**src/rtl/mem_lsu.sv**
```systemverilog
// mem_lsu: MEM-stage load/store unit; runs a req/ack bus cycle for loads/stores and stalls until ack.
// Optional ALIGN_CHECK_EN: misaligned accesses raise exc_adel_o/exc_ades_o instead of a bus cycle.
module mem_lsu (
  input  logic        clk,
  input  logic        rst,
  input  logic [5:0]  stall,
  input  logic [4:0]  wd_i,
  input  logic        wreg_i,
  input  logic [31:0] wdata_i,
  input  logic [7:0]  aluop_i,
  input  logic [31:0] mem_addr_i,
  input  logic [31:0] reg2_i,
  output logic [4:0]  wd_o,
  output logic        wreg_o,
  output logic [31:0] wdata_o,
  output logic        stallreq_o,
  output logic        bus_req_o,
  output logic        bus_we_o,
  output logic [31:0] bus_addr_o,
  output logic [3:0]  bus_sel_o,
  output logic [31:0] bus_wdata_o,
  input  logic        bus_ack_i,
  input  logic [31:0] bus_rdata_i,
  output logic        exc_adel_o,
  output logic        exc_ades_o
);
  localparam logic [7:0] EXE_LB_OP  = 8'b11100000;
  localparam logic [7:0] EXE_LBU_OP = 8'b11100100;
  localparam logic [7:0] EXE_LH_OP  = 8'b11100001;
  localparam logic [7:0] EXE_LHU_OP = 8'b11100101;
  localparam logic [7:0] EXE_LW_OP  = 8'b11100011;
  localparam logic [7:0] EXE_SB_OP  = 8'b11101000;
  localparam logic [7:0] EXE_SH_OP  = 8'b11101001;
  localparam logic [7:0] EXE_SW_OP  = 8'b11101011;
  localparam logic [4:0] NOPRegAddr = 5'b00000;
  localparam logic       Stop       = 1'b1;

  typedef enum logic [1:0] {IDLE, BUSY, DONE} state_t;
  state_t r_state, w_next;

  logic        r_req, r_we;
  logic [31:0] r_addr, r_wdata, r_rdata;
  logic [3:0]  r_sel;
  logic        w_ld, w_st, w_byte, w_half, w_misal, w_issue, w_unused;
  logic [3:0]  w_sel;
  logic [31:0] w_swdata, w_bsh, w_hsh, w_ldata;

  assign w_ld   = aluop_i inside {EXE_LB_OP, EXE_LBU_OP, EXE_LH_OP, EXE_LHU_OP, EXE_LW_OP};
  assign w_st   = aluop_i inside {EXE_SB_OP, EXE_SH_OP, EXE_SW_OP};
  assign w_byte = aluop_i inside {EXE_LB_OP, EXE_LBU_OP, EXE_SB_OP};
  assign w_half = aluop_i inside {EXE_LH_OP, EXE_LHU_OP, EXE_SH_OP};
`ifdef ALIGN_CHECK_EN
  assign w_misal = (w_half & mem_addr_i[0]) |
                   ((aluop_i == EXE_LW_OP || aluop_i == EXE_SW_OP) & |mem_addr_i[1:0]);
`else
  assign w_misal = 1'b0;
`endif
  assign w_issue  = (w_ld | w_st) & ~w_misal;
  assign w_unused = ^{stall[5], stall[3:0]};

  // Big-endian lanes: lowest address maps to the most significant byte.
  assign w_sel    = w_byte ? 4'b1000 >> mem_addr_i[1:0] :
                    w_half ? (mem_addr_i[1] ? 4'b0011 : 4'b1100) : 4'b1111;
  assign w_swdata = w_byte ? {4{reg2_i[7:0]}} : w_half ? {2{reg2_i[15:0]}} : reg2_i;

  // ex_mem holds the instruction through DONE, so the live address picks the lane.
  assign w_bsh   = r_rdata << {mem_addr_i[1:0], 3'b000};
  assign w_hsh   = r_rdata << {mem_addr_i[1], 4'b0000};
  assign w_ldata = aluop_i == EXE_LB_OP  ? {{24{w_bsh[31]}}, w_bsh[31:24]} :
                   aluop_i == EXE_LBU_OP ? {24'h0, w_bsh[31:24]} :
                   aluop_i == EXE_LH_OP  ? {{16{w_hsh[31]}}, w_hsh[31:16]} :
                   aluop_i == EXE_LHU_OP ? {16'h0, w_hsh[31:16]} : r_rdata;

  always_comb begin
    w_next = r_state;
    case (r_state)
      IDLE:    w_next = w_issue ? BUSY : IDLE;
      BUSY:    w_next = bus_ack_i ? DONE : BUSY;
      DONE:    w_next = (stall[4] == Stop) ? DONE : IDLE;
      default: w_next = IDLE;
    endcase
  end

  always_ff @(posedge clk) begin
    if (rst) begin
      r_state <= IDLE;
      r_req   <= 1'b0;
      r_we    <= 1'b0;
      r_addr  <= 32'h0;
      r_sel   <= 4'h0;
      r_wdata <= 32'h0;
      r_rdata <= 32'h0;
    end else begin
      r_state <= w_next;
      if (r_state == IDLE && w_issue) begin
        r_req   <= 1'b1;
        r_we    <= w_st;
        r_addr  <= {mem_addr_i[31:2], 2'b00};
        r_sel   <= w_sel;
        r_wdata <= w_swdata;
      end else if (r_state == BUSY && bus_ack_i) begin
        r_req   <= 1'b0;
        r_rdata <= bus_rdata_i;
      end
    end
  end

  always_comb begin
    wd_o       = wd_i;
    wreg_o     = wreg_i;
    wdata_o    = wdata_i;
    stallreq_o = 1'b0;
    exc_adel_o = 1'b0;
    exc_ades_o = 1'b0;
    if (rst) begin
      wd_o    = NOPRegAddr;
      wreg_o  = 1'b0;
      wdata_o = 32'h0;
    end else if (r_state == IDLE) begin
      stallreq_o = w_issue;
      wreg_o     = (w_ld | w_st) ? 1'b0 : wreg_i;
      exc_adel_o = w_ld & w_misal;
      exc_ades_o = w_st & w_misal;
    end else if (r_state == BUSY) begin
      stallreq_o = 1'b1;
      wreg_o     = 1'b0;
    end else begin
      wreg_o  = w_ld ? wreg_i : 1'b0;
      wdata_o = w_ld ? w_ldata : wdata_i;
    end
  end

  assign bus_req_o   = r_req;
  assign bus_we_o    = r_we;
  assign bus_addr_o  = r_addr;
  assign bus_sel_o   = r_sel;
  assign bus_wdata_o = r_wdata;
endmodule

```
**config.mk**
```make
export PLATFORM = sky130hd
export DESIGN_NAME = mem_lsu
export DESIGN_NICKNAME = d
export VERILOG_FILES = /design/src/rtl/mem_lsu.sv
export SDC_FILE = /design/constraint.sdc
export NUM_CORES = 1
export LEC_CHECK = 0
export BUFFER_PORTS_ARGS = -buffer_cell sky130_fd_sc_hd__buf_2
export CORE_MARGIN = 2
export CORE_UTILIZATION = 47
export CTS_CLUSTER_SIZE = 40
export DETAILED_ROUTE_END_ITERATION = 8
export PLACE_DENSITY = 0.88
export SETUP_SLACK_MARGIN = 0.02
export SYNTH_ARGS = -nofsm -noshare
export SYNTH_HDL_FRONTEND = slang
export SYNTH_SLANG_ARGS = --single-unit
```
**constraint.sdc**
```tcl
create_clock -name clk -period 1.78 [get_ports clk]
set_input_delay 0 -clock clk [delete_from_list [all_inputs] [get_ports clk]]
set_output_delay 0 -clock clk [all_outputs]
set_load 0.005 [all_outputs]
```
* Yosys cells after proc, flatten, opt, wreduce, memory -nomap -nowiden
Index checks and enable logic that the tools add are counted.
** Storage, ports and cells
- Register bits :: 102
- Bits of input ports :: 151
- Output and inout bits :: 111
- Logic and storage cells :: 59
** Operators by class
- Equal/unequal tests :: 10
- Shift operators :: 3
- Multiplexer cells :: 28
- Bitwise operators :: 2
- Reduce and logical (&&, ||, !) cells :: 9
** Operators with widths (number)
- $mux W32 :: 10
- $eq A8 B8 Y1 const B :: 8
- $shl A32 B5 Y32 :: 2
- $mux W4 :: 3
- $mux W1 :: 11
- $reduce_bool A3 Y1 :: 3
- $pmux W2 S3 :: 1
- $mux W5 :: 1
- $reduce_bool A5 Y1 :: 1
- $mux W2 :: 2
- $shr A4 B2 Y4 const A :: 1
- $eq A2 B1 Y1 const B :: 1
- $eq A2 B2 Y1 const B :: 1
- $logic_and A1 B1 Y1 :: 2
- $logic_not A2 Y1 :: 1
- $reduce_and A2 Y1 :: 1
- $reduce_bool A2 Y1 :: 1
- $not A1 Y1 :: 1
- $or A1 B1 Y1 :: 1

* Logic depth before layout (Yosys ltp)
- Word-level depth :: 9
- Gate-level depth with buffers :: 8
- Mapped depth without buffers :: 5

* Least setup slack after synthesis
No wires, ideal clock.
- Kind :: flip-flop to output port
- Start :: reg r_state[1]
- End :: out wdata_o[0]
- Data arrival time :: 1.519 ns
- Data required time :: 1.780 ns
- Slack :: 0.261 ns
- Cell stages (with the launch flop) :: 7
- Path buffers :: 2
- Cells stage by stage :: dfxtp_1 buf_2 clkinv_1 a2111oi_4 buf_4 nor2_1 a2111oi_2
** On the way
- Word-level cells in the longest chain between the ends :: 4
- Elaborated cells on any way between the ends :: 5
- Classes of those cells :: 1 x eq/ne; 3 x mux; 1 x reduce/logical
** Ends and longest elaborated chain
- start: declaration :: RTL line 39 : state_t r_state, w_next;
- start signal: assignment :: RTL line 94 : r_state <= w_next;
- $eq A2 B1 Y1 :: RTL line 124 : end else if (r_state == BUSY) begin
- $mux W32 :: RTL line 124
- $mux W32 (*) :: RTL line 119 : end else if (r_state == IDLE) begin
- $mux W32 (*) :: RTL line 115 : if (rst) begin
- end: declaration :: RTL line 15 : output logic [31:0] wdata_o,
Mark *: on every way between the ends. The rest lies on a longest branch, timed or not.

* Worst setup path after layout
- Start :: reg r_rdata[15]
- End :: out wdata_o[26]
** On the way
- Word-level cells in the longest chain between the ends :: 8
- Elaborated cells on any way between the ends :: 9
- Classes of those cells :: 2 x shift; 7 x mux
** Ends and longest elaborated chain
- start: declaration :: RTL line 42 : logic [31:0] r_addr, r_wdata, r_rdata;
- start signal: assignment :: RTL line 103 : r_rdata <= bus_rdata_i;
- $shl A32 B5 Y32 :: RTL line 68 : assign w_hsh = r_rdata << {mem_addr_i[1], 4'b0000};
- $mux W32 :: RTL line 71 : aluop_i == EXE_LH_OP ? {{16{w_hsh[31]}}, w_hsh[31:16]} :
- $mux W32 :: RTL line 70 : aluop_i == EXE_LBU_OP ? {24'h0, w_bsh[31:24]} :
- $mux W32 (*) :: RTL line 69 : assign w_ldata = aluop_i == EXE_LB_OP ? {{24{w_bsh[31]}}, w_bsh[31:24]} :
- $mux W32 (*) :: RTL line 129 : wdata_o = w_ld ? w_ldata : wdata_i;
- $mux W32 (*) :: RTL line 124
- $mux W32 (*) :: RTL line 119
- $mux W32 (*) :: RTL line 115
Marked as above.

==> flow_summary.toml <==
[worst_setup_path]
crit_type = "reg -> out"
worstPathArrival_ps = 1990
cp-end-kind = "output pin"
regToRegSetupSlack_ps = 110
cp-start-kind = "register"
crit_fanout = 12
cp.required_ps = 1780

[sta]
setup_viol = 27
rsz0062_at_grt = "yes"
fin_worst_skew_ps = 10.05
slew_violations = 0
fin_crit_ps = 1989
hold_viol = 0
timing.fmax_ghz = 0.5027
setup_slack_ps = -209.1
timing.final.crit_share = 1.117
timing.hold.ws_ps = 14.48

[synthesis]
synth-async-reset-ratio = 0
yosys.cell_types.count = 53
avgSynthCellArea_um2 = 8.014
synthCells = 676
yosysTopAreaCell = "dfxtp_1"
synth_ff_type = "dfxtp_1"
synth_edf_count = 0
netlist_top_cells_area = "dfxtp_1 38%, nand2_1 12%, a21oi_1 7.8%"
synth-seq-cells = 102
synth_area_um2 = 5418
yosysWarningCount = 0
synth_top_area_frac = 0.3769
seq_area_frac_synth = 0.3769

[clocking]
root_buffer = "clkbuf_16"
cts-htree-levels = 3
cts_max_path_buffers = 2
clk_pin_slew_ps = 70
cts_buffers = 9
cts_sinks = 102
clock_latency_ps = 330
cts_tree = "done"

[place]
place_hpwl_um = 12770
dp_cells = 1042
io_buffers = 252
place_congestion = 0.9371
placed_area_um2 = 6880

[run_status]
violations = "setup timing"
status = "finished, violations left"

[global_routing]
grt_pass1_vias = 6570
grtUsageTotal = 0.3216
antenna_found_initial = 1
grt_overflow = 0
grt_max_degree = 66
grt_pass1_wl_um = 32550

[cells_and_area]
n_fill_cell = 738
finalInstanceArea_um2 = 8417
drive_gt1_frac = 0.3880
syn2layout_area_growth_pct = 55.36
final_cells = 1158
nets = 1159
register_area_um2 = 2054
multi_input_area_um2 = 3199
utilization = 0.7435

[route]
drcViolationCount = 0
wire_per_inst_um = 18.44
dr_total_vias = 6638
routed_via_density = 5.732
drt_pass1_iterations = 6
dr.first_iter.drc_count = 511
ant_nets = 0
wirelength_um = 21350

[power]
p_per_area_nw_per_um2 = 603.8
cellLeakagePower_uw = 0.003641
vdd_ir_drop_max_uv = 613.6
total_power_uw = 5082

[die]
die_x_um = 111.4
ioPinCount = 262
core_area_um2 = 11320
initial_core_util = 0.4786
placementRows = 39
die_h_um = 111.4
die-area_um2 = 12400

[run]
maxCapViolCount = 0

[worst_hold_path]
hp-class = "in -> reg"
-- registers in the layout, summed over array words and instances, names as in the netlist --
| signal | count |
|---|---|
| bus_sel_o | 4 |
| bus_req_o | 1 |
| r_rdata | 32 |
| bus_addr_o | 30 |
| r_state | 2 |
| bus_we_o | 1 |
| bus_wdata_o | 32 |
-- repair_timing --
action / in CTS / in global routing
hold buffers: 80 / 0
endpoints found under the hold margin: 80 / 0
cloned: 2 / 0
gates resized for setup: 32 / 32
buffers inserted: 12 / 6
pin swaps: 16 / 10
endpoints found under the setup margin: 32 / 36
-- synthesized netlist by cell type, types with 6 or more instances --
library cell and instances:
a211oi_1 19, a21o_1 13, a21oi_1 84, a22oi_1 9
a22oi_2 10, a311oi_1 7, buf_2 27, buf_4 10
clkbuf_1 22, dfxtp_1 102, inv_1 6, mux2_2 11
mux2i_1 28, nand2_1 167, nor2_1 59, nor2b_1 10
nor3_1 13, o211ai_1 11, o22ai_1 8
-- routing by layer --
| metal | track usage | vias up | routed length (um) |
|---|---|---|---|
| met2 | 0.5480 | 439 | 10320 |
| met5 | 0 | - | 0 |
| met1 | 0.3807 | 3087 | 7846 |
| li1 | - | 3014 | - |
| met4 | 0.1498 | 0 | 1030 |
| met3 | 0.08274 | 98 | 2153 |
-- layout make-up --
type | instances | share of cell area
Clock inverter | 6 | 0.007581
Clock buffer | 10 | 0.02839
Sequential cell | 102 | 0.2441
Tap cell | 143 | 0.02126
Antenna cell | 2 | 0.0005946
Inverter | 7 | 0.003716
Timing Repair Buffer | 383 | 0.3143
Multi-Input combinational cell | 505 | 0.3801
-- stage by stage --
step                worst slack (ps)  setup TNS [ps]
floorplan                      260.7               0
global placement               52.79               0
finish                        -209.1           -3626
detailed placement             25.34               0
global route                  -265.8           -5711
CTS                           -158.2           -2757
-- path summary, 6_finish.rpt --
check,start,endpoint,depth (start not counted)
worst max-delay path,r_rdata[15]$_SDFFE_PP0P_,wdata_o[26],7
worst min-delay path,reg2_i[23],bus_wdata_o[23]$_SDFFE_PP0P_,3
worst max register to register,r_state[1]$_SDFF_PP0_,bus_addr_o[9]$_SDFFE_PP0P_,7
worst min register to register,bus_addr_o[20]$_SDFFE_PP0P_,bus_addr_o[20]$_SDFFE_PP0P_,2
-- logic make-up (layout without fill, tap and decap cells) --
family                 Yosys count  in the layout  synth area share
AO/OA/AOI/OAI                  191            191            0.2573
other                            1              6         0.0006922
AND/OR/NAND/NOR                269            269            0.2122
buffers and inverters           72            406           0.06997
flip-flops                     102            102            0.3769
multiplexers                    41             41           0.08291
-- layout by cell type (no fill, tap or decap), drive strengths merged, types with 2 or more instances in the layout --
master	Yosys	routed
a2111oi	7	7
a211oi	19	19
a21o	13	13
a21oi	84	84
a221oi	4	4
a22oi	19	19
a2bb2oi	2	2
a311oi	7	7
and2	2	2
and4b	2	2
buf	43	303
clkbuf	22	10
clkinv	1	3
conb	1	4
dfxtp	102	102
diode	0	2
dlygate4sd3	0	80
inv	6	9
mux2	11	11
mux2i	28	28
mux4	2	2
nand2	167	167
nand2b	5	5
nand4b	2	2
nor2	62	62
nor2b	10	10
nor3	15	15
o211ai	11	11
o21ai	6	6
o22a	2	2
o22ai	8	8
o311ai	2	2
-- power breakdown --
part | internal (uW) | total [uW] | switching (uW)
Sequential | 2310 | 2320 | 18.6
Clock | 1030 | 1960 | 933
Combinational | 420 | 797 | 378
-- worst max-delay path, cell delays in order, from the launching register on --
cell and delay [ps]:
dfxtp_2 340, mux4_2 520, nor2_4 160, a41oi_4 140
buf_12 190, a22oi_2 140, nor2_1 50, buf_2 120
Note: power is estimated with default switching activity, not from simulation.
